**config.mk**
```make
export PLATFORM = sky130hd
export DESIGN_NAME = block_ram_arbiter
export DESIGN_NICKNAME = d
export VERILOG_FILES = /design/src/rtl/block_ram_arbiter_pkg.sv /design/src/rtl/block_ram_arbiter_pick2.sv /design/src/rtl/block_ram_arbiter.sv
export SDC_FILE = /design/constraint.sdc
export NUM_CORES = 1
export LEC_CHECK = 0
export CORE_AREA = 2 2 128 130
export CTS_CLUSTER_DIAMETER = 40
export DETAILED_ROUTE_END_ITERATION = 8
export DIE_AREA = 0 0 130 132
export PLACE_DENSITY = 0.59
export REMOVE_ABC_BUFFERS = 1
export SLEW_MARGIN = 20
export SYNTH_ARGS = -nofsm -noshare
export SYNTH_HDL_FRONTEND = slang
export SYNTH_SLANG_ARGS = --single-unit
export TNS_END_PERCENT = 10
```
**constraint.sdc**
```tcl
create_clock -name clock -period 2.61 [get_ports clock]
set_input_delay 0.261 -clock clock [delete_from_list [all_inputs] [get_ports clock]]
set_output_delay 0.261 -clock clock [all_outputs]
set_load 0.005 [all_outputs]
```
**src/rtl/block_ram_arbiter_pkg.sv**
```systemverilog
// Shared TileLink-UL types plus the two-host block_ram arbiter state and opcode constants.
package block_ram_arbiter_pkg;

    typedef struct packed {
        logic [2:0]  a_opcode;
        logic [31:0] a_address;
        logic [3:0]  a_mask;
        logic [31:0] a_data;
        logic        a_valid;
    } tilelink_a;

    typedef struct packed {
        logic [2:0]  d_opcode;
        logic [31:0] d_data;
        logic        d_error;
        logic        d_valid;
        logic        d_ready;
    } tilelink_d;

    localparam logic [2:0] TlPutFullData    = 3'd0;
    localparam logic [2:0] TlPutPartialData = 3'd1;
    localparam logic [2:0] TlGet            = 3'd4;
    localparam logic [2:0] TlAccessAck      = 3'd0;
    localparam logic [2:0] TlAccessAckData  = 3'd1;

    typedef enum logic {
        ArbIdle = 1'b0,
        ArbBusy = 1'b1
    } arb_state_e;

endpackage

```
**src/rtl/block_ram_arbiter_pick2.sv**
```systemverilog
// Combinational two-way round-robin pick: on contention the host that did not win last time wins.
module rr_pick2 (
    input  logic [1:0] req,
    input  logic       last,
    output logic [1:0] gnt
);

    always_comb begin
        gnt = req;
        if (req == 2'b11) begin
            gnt = last ? 2'b01 : 2'b10;
        end
    end

endmodule

```
**src/rtl/block_ram_arbiter.sv**
```systemverilog
// Shares one block_ram TL-UL port between fetch (host 0) and load/store (host 1), one
// transaction outstanding, with a timeout that synthesises an error response on tag misses.
module block_ram_arbiter
    import block_ram_arbiter_pkg::*;
#(
    parameter int unsigned Timeout = 16
) (
    input  logic      clock,
    input  logic      reset,
    input  tilelink_a host0_tla,
    output tilelink_d host0_tld,
    input  tilelink_a host1_tla,
    output tilelink_d host1_tld,
    output tilelink_a mem_tla,
    input  tilelink_d mem_tld
);

    localparam logic [7:0] TcountLast = 8'(Timeout - 1);

    arb_state_e r_state;
    logic       r_owner;
    logic       r_last_grant;
    logic [7:0] r_tcount;

    logic       w_busy;
    logic       w_resp;
    logic       w_timeout;
    logic       w_window;
    logic       w_accept;
    logic       w_gnt_idx;
    logic [1:0] w_req;
    logic [1:0] w_gnt;
    tilelink_a  w_sel_tla;
    tilelink_d  w_route;
    logic       w_unused_ready;

    assign w_busy    = (r_state == ArbBusy);
    assign w_resp    = w_busy && mem_tld.d_valid;
    assign w_timeout = w_busy && !mem_tld.d_valid && (r_tcount == TcountLast);
    // A response arriving this cycle frees the RAM, so the next request may issue back-to-back.
    assign w_window  = !reset && (!w_busy || mem_tld.d_valid);
    assign w_req     = {host1_tla.a_valid, host0_tla.a_valid} & {2{w_window}};

    rr_pick2 u_pick (
        .req  (w_req),
        .last (r_last_grant),
        .gnt  (w_gnt)
    );

    assign w_accept       = |w_gnt;
    assign w_gnt_idx      = w_gnt[1];
    assign w_sel_tla      = w_gnt_idx ? host1_tla : host0_tla;
    assign w_unused_ready = mem_tld.d_ready;

    always_comb begin
        w_route = '0;
        if (!reset) begin
            if (w_resp) begin
                w_route.d_opcode = mem_tld.d_opcode;
                w_route.d_data   = mem_tld.d_data;
                w_route.d_error  = mem_tld.d_error;
                w_route.d_valid  = 1'b1;
            end else if (w_timeout) begin
                w_route.d_opcode = TlAccessAckData;
                w_route.d_data   = 32'h0;
                w_route.d_error  = 1'b1;
                w_route.d_valid  = 1'b1;
            end
        end
    end

    always_comb begin
        host0_tld = '0;
        host1_tld = '0;
        if (r_owner) begin
            host1_tld = w_route;
        end else begin
            host0_tld = w_route;
        end
        host0_tld.d_ready = w_gnt[0];
        host1_tld.d_ready = w_gnt[1];
        mem_tla         = 'x;
        mem_tla.a_valid = 1'b0;
        if (w_accept) begin
            mem_tla         = w_sel_tla;
            mem_tla.a_valid = 1'b1;
        end
    end

    always_ff @(posedge clock or posedge reset) begin
        if (reset) begin
            r_state      <= ArbIdle;
            r_owner      <= 1'b0;
            r_last_grant <= 1'b1;
            r_tcount     <= 8'd0;
        end else if (w_accept) begin
            r_state      <= ArbBusy;
            r_owner      <= w_gnt_idx;
            r_last_grant <= w_gnt_idx;
            r_tcount     <= 8'd0;
        end else if (w_resp || w_timeout) begin
            r_state  <= ArbIdle;
            r_tcount <= 8'd0;
        end else if (w_busy) begin
            r_tcount <= r_tcount + 8'd1;
        end
    end

endmodule

```
==> impl_metrics.tcl <==
set metrics [dict create \
    postCtsSetupBuffers 0 \
    yosysTopAreaCell "mux2i_1" \
    finalSetupViolations 0 \
    track_usage_pct 15.9 \
    ys_seq_area_share_pct 10.4 \
    leakage_nw 3.06 \
    period_share_pct 97.2 \
    n_antenna_cell 0 \
    cts_tree "done" \
    drtIter0Drc 258 \
    detail-route-antenna-nets 0 \
    synthesis.area_um2 2660 \
    ir_worst_vdd_uv 234 \
    avgSynthCellArea_um2 6.77 \
    dr.pass1.iters 4 \
    cts_made_buffers 3 \
    grt_max_degree 87 \
    dieArea_um2 17200 \
    route.detailed.drc 0 \
    gp_congestion 0.870 \
    yosysTopAreaCellShare_pct 26.7 \
    synth_area_leaders "mux2i_1 27%, nand4_1 18%, and2_1 16%, inv_1 11%, dfrtp_1 9.4%" \
    routedWlPerCell_um 15.6 \
    ff2ff_path_depth 3 \
    status "finished, final reports clean" \
    antenna_found_initial 0 \
    die_h_um 132 \
    arrival_ns 2.28 \
    drt_wl_total_um 14400 \
    syn_to_final_growth_pct 142 \
    start_kind "register" \
    dp_cells 920 \
    ys_seq_elements 11 \
    cp_slowest_cell "or4_4" \
    setup_ws_ns 0.0720 \
    hold_viol 0 \
    crit_type "reg2out" \
    place_hpwl_um 11700 \
    power.density_nw_per_um2 234 \
    fin_util_pct 41.0 \
    clockRootBuffer "clkbuf_16" \
    fmax_mhz 394 \
    fp.coreArea_um2 15700 \
    core.rowCount 46 \
    synth_cell_types 28 \
    cts.sinks 11 \
    cp_max_fo 6 \
    clock_path_buffers 2 \
    vias 3986 \
    finalMaxSlewViolations 0 \
    grt.overflow.total 0 \
    timing.critical_path.required_ns 2.35 \
    cpPeakStageDelay_ns 0.57 \
    path_cells "or4_4, o31a_4, nor3_1, clkdlybuf4s50_1" \
    post-place-ws_ns 0.0537 \
    io_pins 332 \
    cp-end-kind "output pin" \
    path_clk_slew_ns 0.04 \
    nNetsFinal 894 \
    fin_crit_ns 2.54 \
    grt_first_pass_wirelength_um 22000 \
    grt_setup_unrepaired "false" \
    hold_class "in2async" \
    syn_inst 393 \
    htreeDepth 1 \
    clock_latency_ns 0.24 \
    grt_pass1_vias 4071 \
    final.setup_skew_ns 0.00168 \
    vias_per_cell 4.31 \
    stdcell_count 924 \
    drive_gt1_share_pct 4.80 \
    worst_pin_slew_ns 0.508 \
    initial_core_util_pct 16.9 \
    max_slew_margin_pct 65.9 \
    cap_violations 0 \
    holdBufCountCts 0 \
    dieWidth_um 130 \
    ys_warn_count 0 \
    portBuffers 330 \
]
[power breakdown]
part           switching [W]  internal, W  total [W]
registers          0.0000188     0.000190   0.000209
logic               0.000367     0.000641    0.00101
clock network      0.0000811     0.000206   0.000287
[cell usage after synthesis, drive strengths merged]
| cell | n |
|---|---|
| nand2 | 5 |
| or4 | 1 |
| a31oi | 2 |
| a21o | 1 |
| nand2b | 4 |
| and3 | 1 |
| a211oi | 3 |
| nor3 | 7 |
| xor2 | 3 |
| o31ai | 1 |
| or2 | 1 |
| mux2i | 71 |
| nor4 | 2 |
| o21bai | 1 |
| buf | 11 |
| o211ai | 2 |
| dfstp | 1 |
| clkbuf | 30 |
| inv | 76 |
| and2 | 69 |
| ha | 1 |
| o21ai | 5 |
| nand4 | 76 |
| dfrtp | 10 |
| o31a | 1 |
| nor2 | 5 |
| or3 | 3 |
[state kept, by name, indices dropped and copies added, names as in the netlist]
register,flops
r_last_grant,1
r_state,1
r_tcount,8
r_owner,1
[kinds of logic after synthesis]
logic type                 after synthesis  share of synthesized area (%)
adders and majority gates                1                          0.470
buffers and inverters                  117                           17.1
AOI/OAI and AO/OA                       16                           4.51
and+or+nand+nor                        174                           39.8
DFF                                     11                           10.4
muxes                                   71                           26.7
xor gates and xnor gates                 3                          0.987
[per-stage QoR]
step                TNS (ns)  hold WS (ns)  total power (W)  cell area (µm²)
global placement           0         0.515          0.00121             6350
detailed placement         0         0.543          0.00122             6350
CTS                        0         0.486          0.00152             6420
floorplan            -268.75         0.331         0.000552             2490
finish                     0         0.459          0.00150             6440
global route               0         0.523          0.00160             6440
[what timing repair did]
action                                  CTS  global route
pin swaps                                 0             1
endpoints found under the setup margin    3             4
gates resized for setup                   3             3
[routing by layer]
metal | global-route usage [%] | wire [µm] | up-vias
li1 | - | - | 1970
met5 | 0 | 0 | -
met4 | 3.52 | 276 | 0
met1 | 19.6 | 5830 | 1826
met3 | 3.49 | 879 | 20
met2 | 28.0 | 7430 | 170
[placed cells by master, fill, tap and decap left out, drive strengths merged, types with 3 or more instances in the layout]
master	instances
mux2i	71
nand2	5
clkbuf	4
nand4	76
clkdlybuf4s50	326
dfrtp	10
inv	76
buf	22
nor2	5
and2	69
a211oi	3
xor2	3
nand2b	4
or3	3
dlygate4sd2	3
nor3	7
o21ai	5
[layout make-up]
cell class	count	area, µm²
Clock buffer	4	78.8
Fill cell	1580	9270
Inverter	76	285
Multi-Input combinational cell	265	1940
Sequential cell	11	277
Tap cell	216	270
Timing Repair Buffer	352	3590
[critical path: cells and delay by family (launching register included)]
| family | cells | cell delay, ns |
|---|---|---|
| flip-flops | 1 | 0.43 |
| buffers and inverters | 1 | 0.54 |
| AND/OR/NAND/NOR | 2 | 0.75 |
| AO/OA/AOI/OAI | 1 | 0.32 |
[final timing paths]
check,slack (ns),end,start
min,0.46,r_owner$_DFFE_PP0P_,reset
max reg2reg,0.92,r_tcount[2]$_DFFE_PP0P_,r_tcount[4]$_DFFE_PP0P_
min reg2reg,0.54,r_last_grant$_DFFE_PP1P_,r_last_grant$_DFFE_PP1P_
min in group clock,0.54,r_last_grant$_DFFE_PP1P_,r_last_grant$_DFFE_PP1P_
max,0.07,host1_tld[2],r_tcount[4]$_DFFE_PP0P_
max in group asynchronous,1.84,r_last_grant$_DFFE_PP1P_,reset
Note: power is estimated with default switching activity, not from simulation.
